[src/rtl/bcd_display_driver.sv]
// bcd_display_driver: converts a 14-bit binary value to four BCD digits and scans them onto a 7-segment display.
// Optional leading-zero blanking is enabled by defining LEADING_ZERO_BLANK_EN.
module bcd_display_driver #(
    parameter int         REFRESH_DIV = 1000,
    parameter logic [6:0] BLANK_PAT   = 7'b1000000
) (
    input  logic        clk,
    input  logic        rst_n,
    input  logic [13:0] value,
    output logic [6:0]  seg_out,
    output logic [3:0]  digit_sel,
    output logic        busy
);
    localparam int PW = $clog2(REFRESH_DIV);

    typedef enum logic [1:0] {IDLE, SHIFT, DONE} state_t;

    state_t        state, state_n;
    logic [13:0]   last_value;
    logic [29:0]   sr, sr_adj;
    logic [3:0]    cnt;
    logic [15:0]   digits;
    logic          ovf;
    logic [PW-1:0] presc;
    logic [1:0]    idx, idx_n;
    logic          wrap;
    logic [3:0]    blank;
    logic [3:0]    dsel;
    logic [6:0]    seg_n;

    function automatic logic [6:0] dec(input logic [3:0] d);
        case (d)
            4'd0:    dec = 7'h3F;
            4'd1:    dec = 7'h06;
            4'd2:    dec = 7'h5B;
            4'd3:    dec = 7'h4F;
            4'd4:    dec = 7'h66;
            4'd5:    dec = 7'h6D;
            4'd6:    dec = 7'h7D;
            4'd7:    dec = 7'h07;
            4'd8:    dec = 7'h7F;
            4'd9:    dec = 7'h6F;
            default: dec = 7'h00;
        endcase
    endfunction

    // Double-dabble correction: bump every BCD nibble >= 5 before the shift
    always_comb begin
        sr_adj = sr;
        for (int i = 0; i < 4; i++)
            if (sr[14+4*i +: 4] >= 4'd5) sr_adj[14+4*i +: 4] = sr[14+4*i +: 4] + 4'd3;
    end

    always_comb begin
        state_n = state;
        case (state)
            IDLE:    state_n = (value != last_value) ? SHIFT : IDLE;
            SHIFT:   state_n = (cnt == 4'd13) ? DONE : SHIFT;
            default: state_n = IDLE;
        endcase
    end

    always_ff @(posedge clk or negedge rst_n) begin
        if (!rst_n) state <= IDLE;
        else        state <= state_n;
    end

    always_ff @(posedge clk or negedge rst_n) begin
        if (!rst_n) begin
            last_value <= '0;
            sr         <= '0;
            cnt        <= '0;
            digits     <= '0;
            ovf        <= 1'b0;
        end else begin
            case (state)
                IDLE: if (value != last_value) begin
                    sr         <= {16'd0, value};
                    last_value <= value;
                    cnt        <= '0;
                end
                SHIFT: begin
                    sr  <= {sr_adj[28:0], 1'b0};
                    cnt <= cnt + 4'd1;
                end
                default: begin
                    digits <= sr[29:14];
                    ovf    <= last_value > 14'd9999;
                end
            endcase
        end
    end

    assign busy = state != IDLE;

`ifdef LEADING_ZERO_BLANK_EN
    assign blank = {digits[15:12] == 4'd0, digits[15:8] == 8'd0, digits[15:4] == 12'd0, 1'b0};
`else
    assign blank = 4'b0000;
`endif

    // The pattern is computed for the slot being selected next so segments and enable stay aligned
    always_comb begin
        wrap  = presc == PW'(REFRESH_DIV - 1);
        idx_n = wrap ? idx + 2'd1 : idx;
        dsel  = 4'b0001 << idx_n;
        seg_n = ovf ? BLANK_PAT : blank[idx_n] ? 7'h00 : dec(digits[4*idx_n +: 4]);
    end

    always_ff @(posedge clk or negedge rst_n) begin
        if (!rst_n) begin
            presc     <= '0;
            idx       <= '0;
            digit_sel <= 4'b0001;
            seg_out   <= 7'h3F;
        end else begin
            presc     <= wrap ? '0 : presc + 1'b1;
            idx       <= idx_n;
            digit_sel <= dsel;
            seg_out   <= seg_n;
        end
    end
endmodule
[config.mk]
export PLATFORM = sky130hd
export DESIGN_NAME = bcd_display_driver
export DESIGN_NICKNAME = d
export VERILOG_FILES = /design/src/rtl/bcd_display_driver.sv
export SDC_FILE = /design/constraint.sdc
export NUM_CORES = 1
export LEC_CHECK = 0
export ABC_AREA = 1
export CAP_MARGIN = 20
export CORE_MARGIN = 2
export CORE_UTILIZATION = 54
export DETAILED_ROUTE_END_ITERATION = 6
export GPL_ROUTABILITY_DRIVEN = 0
export PLACE_DENSITY = 0.85
export SLEW_MARGIN = 20
export SYNTH_ARGS = -nofsm -noshare
export SYNTH_HDL_FRONTEND = slang
export SYNTH_SLANG_ARGS = --single-unit
[constraint.sdc]
create_clock -name clk -period 2.3 [get_ports clk]
set_input_delay 0.69 -clock clk [delete_from_list [all_inputs] [get_ports clk]]
set_output_delay 0.69 -clock clk [all_outputs]
set_load 0.05 [all_outputs]
==> results of run 1 <==
## worst min path at each step
| stage | start | to | cells after the start |
|---|---|---|---|
| floorplan | rst_n | cnt[0]$_DFFE_PN0P_ | 0 |
| global placement | idx[1]$_DFF_PN0_ | digit_sel[1]$_DFF_PN0_ | 1 |
| detailed placement | idx[1]$_DFF_PN0_ | digit_sel[1]$_DFF_PN0_ | 1 |
| CTS | rst_n | digit_sel[3]$_DFF_PN0_ | 1 |
| global route | rst_n | digit_sel[3]$_DFF_PN0_ | 1 |
| finish | rst_n | digit_sel[3]$_DFF_PN0_ | 1 |
## synth_stat cells
cell / n
nand2_1: 120
nor2_1: 42
or2_2: 6
nand3_1: 76
a21oi_1: 19
xor2_1: 9
buf_6: 2
o21bai_1: 1
nor4_1: 1
dfstp_2: 7
xnor2_1: 4
buf_1: 2
dfrtp_1: 83
clkbuf_1: 8
inv_1: 65
o21ai_1: 4
nor3b_1: 1
ha_1: 16
nor3_1: 4
nand2_4: 6
o21ai_0: 44
o211ai_1: 1
nand2_8: 1
nand2_2: 7
nor2_2: 2
buf_2: 3
nand4_1: 6
inv_4: 1
nand3_4: 3
nor2_8: 1
inv_2: 4
## area by class of cell
type / count / share of cell area
Sequential cell: 90 / 0.4279
Multi-Input combinational cell: 374 / 0.3829
Timing Repair Buffer: 43 / 0.07672
Inverter: 70 / 0.05020
Clock buffer: 11 / 0.02865
Tap cell: 105 / 0.02486
Clock inverter: 5 / 0.008762
## critical path, delay by kind of cell, from the launching register on
kind	cells	cell delay, ns
adders and majority gates	2	0.49
buffers and inverters	1	0.09
and+or+nand+nor	10	0.98
DFF	1	0.42
AOI/OAI and AO/OA	1	0.14
## metrics by stage
stage / hold slack [ns] / TNS [ns] / area [um^2]
4_1_cts: 0.1369 / 0 / 5235
6_report: 0.1456 / 0 / 5284
3_5_place_dp: 0.4550 / -12.12 / 5026
2_1_floorplan: 0.3944 / 0 / 4579
3_3_place_gp: 0.4546 / -8.484 / 5026
5_1_grt: 0.1370 / -0.04885 / 5284
## flip-flops by register name, indices dropped and copies added (netlist names)
| register | flops |
|---|---|
| cnt | 4 |
| digit_sel | 4 |
| digits | 16 |
| idx | 2 |
| last_value | 14 |
| ovf | 1 |
| presc | 10 |
| seg_out | 7 |
| sr | 30 |
| state | 2 |
## cell families after synthesis
family,after synthesis
buffers and inverters,85
AO/OA/AOI/OAI,69
AND/OR/NAND/NOR,276
XOR/XNOR,13
flip-flops,90
adder cells (fa/ha/maj),16
## power by group through the flow
stage	combinational, mW	clock (mW)	sequential, mW
global placement	2.73	0	2.69
detailed placement	2.89	0	2.71
finish	2.94	1.05	2.69
global route	3.38	1.14	2.78
floorplan	1.99	0	2.83
CTS	2.92	1.07	2.69
## repair_timing
| action | 4_1_cts | 5_1_grt |
|---|---|---|
| gates resized for setup | 3 | 9 |
| buffers inserted | 0 | 2 |
| endpoints found under the hold margin | 0 | 0 |
| hold buffers | 0 | 0 |
| pin swaps | 0 | 3 |
| endpoints found under the setup margin | 9 | 22 |
## per-layer routing
layer  vias up  wire length, um
met3         6              250
li1       1836                -
met2        59             4635
met1      1752             4178
met5         -                0
met4         0               56
==> run summary, run 1 <==
status: finished, final reports clean
Area Overhead vs Synth: 15.38%
met1 usage in global routing: 0.2847
commonest non-fill, non-tap cell in the layout: nand2_1
Sw Share: 0.4296
multiplexer share of the synthesized area: 0
Critical Path Slowest Stage Cell: dfrtp_1
maximum clock rate: 456.6 MHz
# diodes: 0
sequential-to-total area share from yosys stat: 0.4937
nets: 620
DRT antenna net count: 0
Die Width: 96.09 um
Yosys top cell by area: dfrtp_1
Worst Clk Skew: 0.01173 ns
Reg-to-Reg Start: presc[0]$_DFF_PN0_
r2r setup slk: 0.11 ns
DIE HEIGHT: 96.09 um
Cell Pwr Density: 1266 nW/um^2
Distinct cells, synth: 31
Max-slew headroom: 0.6395
Synth Register Bits: 90
Syn Inst Count: 549
GR Util All Layers: 0.2114
Multi-input gate area: 2023 um^2
XOR/XNOR share of the synthesized area: 0.02486
layout cells sized above 1: 0.1417
post-synthesis cell area: 4579 um^2
delay of the slowest critical-path stage: 0.42 ns
post-DP HPWL: 6248 um
largest family of logic cells by synthesized area: simple AND/OR/NAND/NOR gates
Num CTS Buffers: 9
P_sw: 2.874 mW
Worst IR Drop VDD: 0.6319 mV
grt ovf: 0
Synth Area in Simple Gates: 0.2869
DRC: 0
vias in the first global route: 3358
total die area: 9233 um^2
GRT Max-Usage Layer: met2
grt met3 use: 0.04072
slew at the pin closest to its max-slew limit: 0.5400 ns
Syn Area/Cell: 8.341 um^2
met2 GRT Util: 0.3501
Final WS setup: 0.1098 ns
first-pass iteration count of the detailed router: 4
Finished Core Util: 0.6431
Sink Count: 90
# fillers: 630
WL per Instance: 13.07 um
total wire length: 9120 um
Synth Area in Adders: 0.04372
Startpoint Class: flip-flop
CP Capture Point: seg_out[3]$_DFF_PN1_
antenna violations before repair: 0
critical path peak fanout: 13
Yosys Warn Count: 0
dominant cells by area after synthesis: dfrtp_1 45%, nand2_1 9.8%, nand3_1 8.3%, inv_1 5.3%, o21ai_0 4.8%
IO buf count: 27
Clock Latency Late Sink: 0.36 ns
Iteration-0 DRC Markers: 213
Tmin final: 2.190 ns
RSZ-0062 raised after global routing: yes
register area: 2261 um^2
CP Cell Sequence: ha_4 > nand2_4 > nor2_8 > nand3_4 > nand2_8 > nand2_8 > o21ai_2 > nand2_1 > nand2_2 > inv_1 > ha_1 > nor2_2 > nor2_1 > nor2_1
Setup crit start: presc[0]$_DFF_PN0_
post-route clock period utilization: 0.9523
Max clock buf depth: 2
DR vias/cell: 5.234
vias: 3653
R2R depth: 14
Comb pwr share: 0.440
Critical Path AT: 2.48 ns
maxcap violations: 0
clock-pin slew on the worst setup and hold paths: 0.09 ns
Setup crit end kind: flip-flop
top cell type's share of synthesized area: 0.4536
first-pass GRT wire length: 15210 um
Core ar.: 8217 um^2
Leak: 2.711 nW
total I/O pin count: 28
Hold Fails Final Rpt: 0
Row Count: 33
non-filler cells, final: 698
Inst Count DP: 680
worst hold path type: primary input to asynchronous set/reset pin
WS Path Type: flip-flop to flip-flop
starting density of the core: 0.5573
Mapped Nets: 581
clock root cell: clkbuf_8
largest net degree at the start of global routing: 50
max-slew violation count: 0
reg2reg end: seg_out[3]$_DFF_PN1_
pre-CTS setup slack: -0.4157 ns
Pwr Total: 6.689 mW
register share of total power: 0.403
commonest cells after routing, fill and taps aside: 119 x nand2_1, 83 x dfrtp_1, 76 x nand3_1
CTS tree: yes
Final Setup Violations: 0
Int Power: 3.816 mW
clock network fraction of total power: 0.157
CP required: 2.59 ns
compound-gate portion of the synthesized area: 0.07650
htree depth: 3
(Power assumes the default switching activity.)
==> run 2, diff against run 1 <==
--- a/config.mk
+++ b/config.mk
@@ -7,11 +7,14 @@
 export LEC_CHECK = 0
 export ABC_AREA = 1
 export CAP_MARGIN = 20
+export CELL_PAD_IN_SITES_DETAIL_PLACEMENT = 1
+export CELL_PAD_IN_SITES_GLOBAL_PLACEMENT = 1
 export CORE_MARGIN = 2
-export CORE_UTILIZATION = 54
+export CORE_UTILIZATION = 41
 export DETAILED_ROUTE_END_ITERATION = 6
 export GPL_ROUTABILITY_DRIVEN = 0
 export PLACE_DENSITY = 0.85
+export REMOVE_ABC_BUFFERS = 1
 export SLEW_MARGIN = 20
 export SYNTH_ARGS = -nofsm -noshare
 export SYNTH_HDL_FRONTEND = slang
==> run summary, run 2 (synthesized netlist as in run 1, its figures left out) <==
Worst Clk Skew: 0.01609 ns (+0.004358 ns)
starting density of the core: 0.4206 (-0.1367)
clock root cell: clkbuf_8
# fillers: 1340 (+110%)
RSZ-0062 raised after global routing: yes
largest reg by FF count: sr
uppermost routed layer: met4
Final Setup Violations: 0 (unchanged)
Pwr Total: 6.748 mW (+0.87%)
Finished Core Util: 0.4924 (-0.1506)
htree depth: 3 (unchanged)
met3 wire len: 291 um (+16%)
Max-slew headroom: 0.6681 (+0.02862)
max-slew violation count: 0 (unchanged)
CTS tree: yes
first-pass GRT wire length: 18500 um (+22%)
Iteration-0 DRC Markers: 132 (-38%)
nets: 627 (+1.1%)
maximum clock rate: 450.0 MHz (-1.4%)
Num CTS Buffers: 9 (unchanged)
# diodes: 0 (unchanged)
status: finished, final reports clean
DR vias/cell: 5.142 (-1.8%)
grt ovf: 0 (unchanged)
Row Count: 38 (+15%)
first-pass iteration count of the detailed router: 4 (unchanged)
Critical Path Slowest Stage Cell: clkdlybuf4s50_1
total die area: 12030 um^2 (+30%)
vias in the first global route: 4093 (+22%)
DIE HEIGHT: 109.7 um (+14%)
commonest cells after routing, fill and taps aside: 118 x nand2_1, 83 x dfrtp_1, 74 x nand3_1
Setup crit end kind: output pin
WS Path Type: flip-flop to output pin
vias: 3805 (+4.2%)
family with the most delay on the worst path: buffers and inverters
Cell Pwr Density: 1259 nW/um^2 (-0.58%)
biggest regs: sr (30), digits (16), last_value (14)
DR WL met2: 6287 um (+36%)
DRC: 0 (unchanged)
Die Width: 109.7 um (+14%)
largest net degree at the start of global routing: 37 (-26%)
Sink Count: 90 (unchanged)
GR Util All Layers: 0.1972 (-0.01426)
CP Cell Sequence: clkdlybuf4s50_1
Tmin final: 2.222 ns (+0.03185 ns)
CP required: 1.61 ns (-0.98 ns)
DRT antenna net count: 0 (unchanged)
Startpoint Class: flip-flop
total wire length: 11320 um (+24%)
Area Overhead vs Synth: 17.08%
slew at the pin closest to its max-slew limit: 0.4963 ns (-0.04370 ns)
critical path peak fanout: 1 (-12)
Max clock buf depth: 2 (unchanged)
antenna violations before repair: 0 (unchanged)
clock-pin slew on the worst setup and hold paths: 0.09 ns (about the same)
Worst IR Drop VDD: 0.8862 mV (+40%)
Metal-1 WL: 4613 um (+10%)
CP Buf/Inv Count: 1 (unchanged)
worst hold path type: primary input to asynchronous set/reset pin
IO buf count: 27 (unchanged)
delay of the slowest critical-path stage: 0.81 ns (+0.39 ns)
WL per Instance: 15.29 um (+17%)
maxcap violations: 0 (unchanged)
Critical Path AT: 1.53 ns (-0.95 ns)
Leak: 2.711 nW (about the same)
Hold Fails Final Rpt: 0 (unchanged)
commonest non-fill, non-tap cell in the layout: nand2_1
total I/O pin count: 28 (unchanged)
layout cells sized above 1: 0.1533 (+0.01168)
Clock Latency Late Sink: 0.37 ns (about the same)
Core ar.: 10890 um^2 (+33%)
post-route clock period utilization: 0.9661 (+0.01385)
post-DP HPWL: 8185 um (+31%)
Largest register FFs: 30 (unchanged)
## run 2: cell count changes in the layout (fill, tap and decap cells not counted), moves of 2 or more
cell / previous run / this run
buf_4: 22 / 29
clkbuf_1: 0 / 4
o21ai_1: 6 / 2
clkinv_4: 3 / 0
o21ai_0: 41 / 44
clkbuf_8: 11 / 9
clkinvlp_4: 0 / 2
nand3_1: 76 / 74
nand3_2: 0 / 2
## run 2: power breakdown
part	switching [mW]	leakage (nW)	internal, mW
registers	0.436	1.09	2.27
logic	1.99	1.55	1.10
clock network	0.558	0.0736	0.394
total	2.98	2.71	3.77
## run 2: routing by layer
layer / vias to the layer above / GRT usage
met3: 10 / 0.04742
met1: 1901 / 0.2078
met4: 0 / 0.04792
met5: - / 0
met2: 44 / 0.3884
li1: 1850 / -
## run 2: final cells by class
cell class | count | area, um^2 | area share
Clock buffer | 13 | 138.9 | 0.02590
Clock inverter | 3 | 20.02 | 0.003734
Inverter | 70 | 265.3 | 0.04947
Multi-Input combinational cell | 374 | 2052 | 0.3827
Sequential cell | 90 | 2261 | 0.4217
Tap cell | 140 | 175.2 | 0.03267
Timing Repair Buffer | 50 | 449.2 | 0.08378
## run 2: per-stage QoR
| stage | setup slack [ns] | hold WS [ns] | cells | TNS, ns | cell area [um^2] |
|---|---|---|---|---|---|
| finish | 0.07795 | 0.2770 | 740 | 0 | 5361 |
| global route | -0.06891 | 0.2902 | 740 | -0.1722 | 5361 |
| CTS | -0.03726 | 0.2825 | 734 | -0.03726 | 5255 |
| detailed placement | -0.4204 | 0.4653 | 718 | -15.48 | 5080 |
| global placement | -0.3202 | 0.4661 | 718 | -11.99 | 5080 |
| floorplan | -0.1230 | 0.3944 | 534 | -2.196 | 4504 |
## run 2: worst paths after layout
| path | start | slack [ns] | depth (start not counted) | to |
|---|---|---|---|---|
| max reg2reg | presc[0]$_DFF_PN0_ | 0.08 | 17 | seg_out[0]$_DFF_PN1_ |
| min | rst_n | 0.28 | 1 | presc[0]$_DFF_PN0_ |
| max | digit_sel[2]$_DFF_PN0_ | 0.08 | 1 | digit_sel[2] |
| min in group clk | idx[1]$_DFF_PN0_ | 0.48 | 1 | digit_sel[1]$_DFF_PN0_ |
| min reg2reg | idx[1]$_DFF_PN0_ | 0.48 | 1 | digit_sel[1]$_DFF_PN0_ |
| max in group asynchronous | rst_n | 1.44 | 2 | last_value[13]$_DFFE_PN0N_ |
## run 2: what timing repair did
action | 4_1_cts | 5_1_grt
hold buffers | 0 | 0
setup buffers | 0 | 6
pin swaps | 1 | 7
resized for setup | 5 | 10
gates cloned | 0 | 0
setup endpoints to repair | 21 | 17
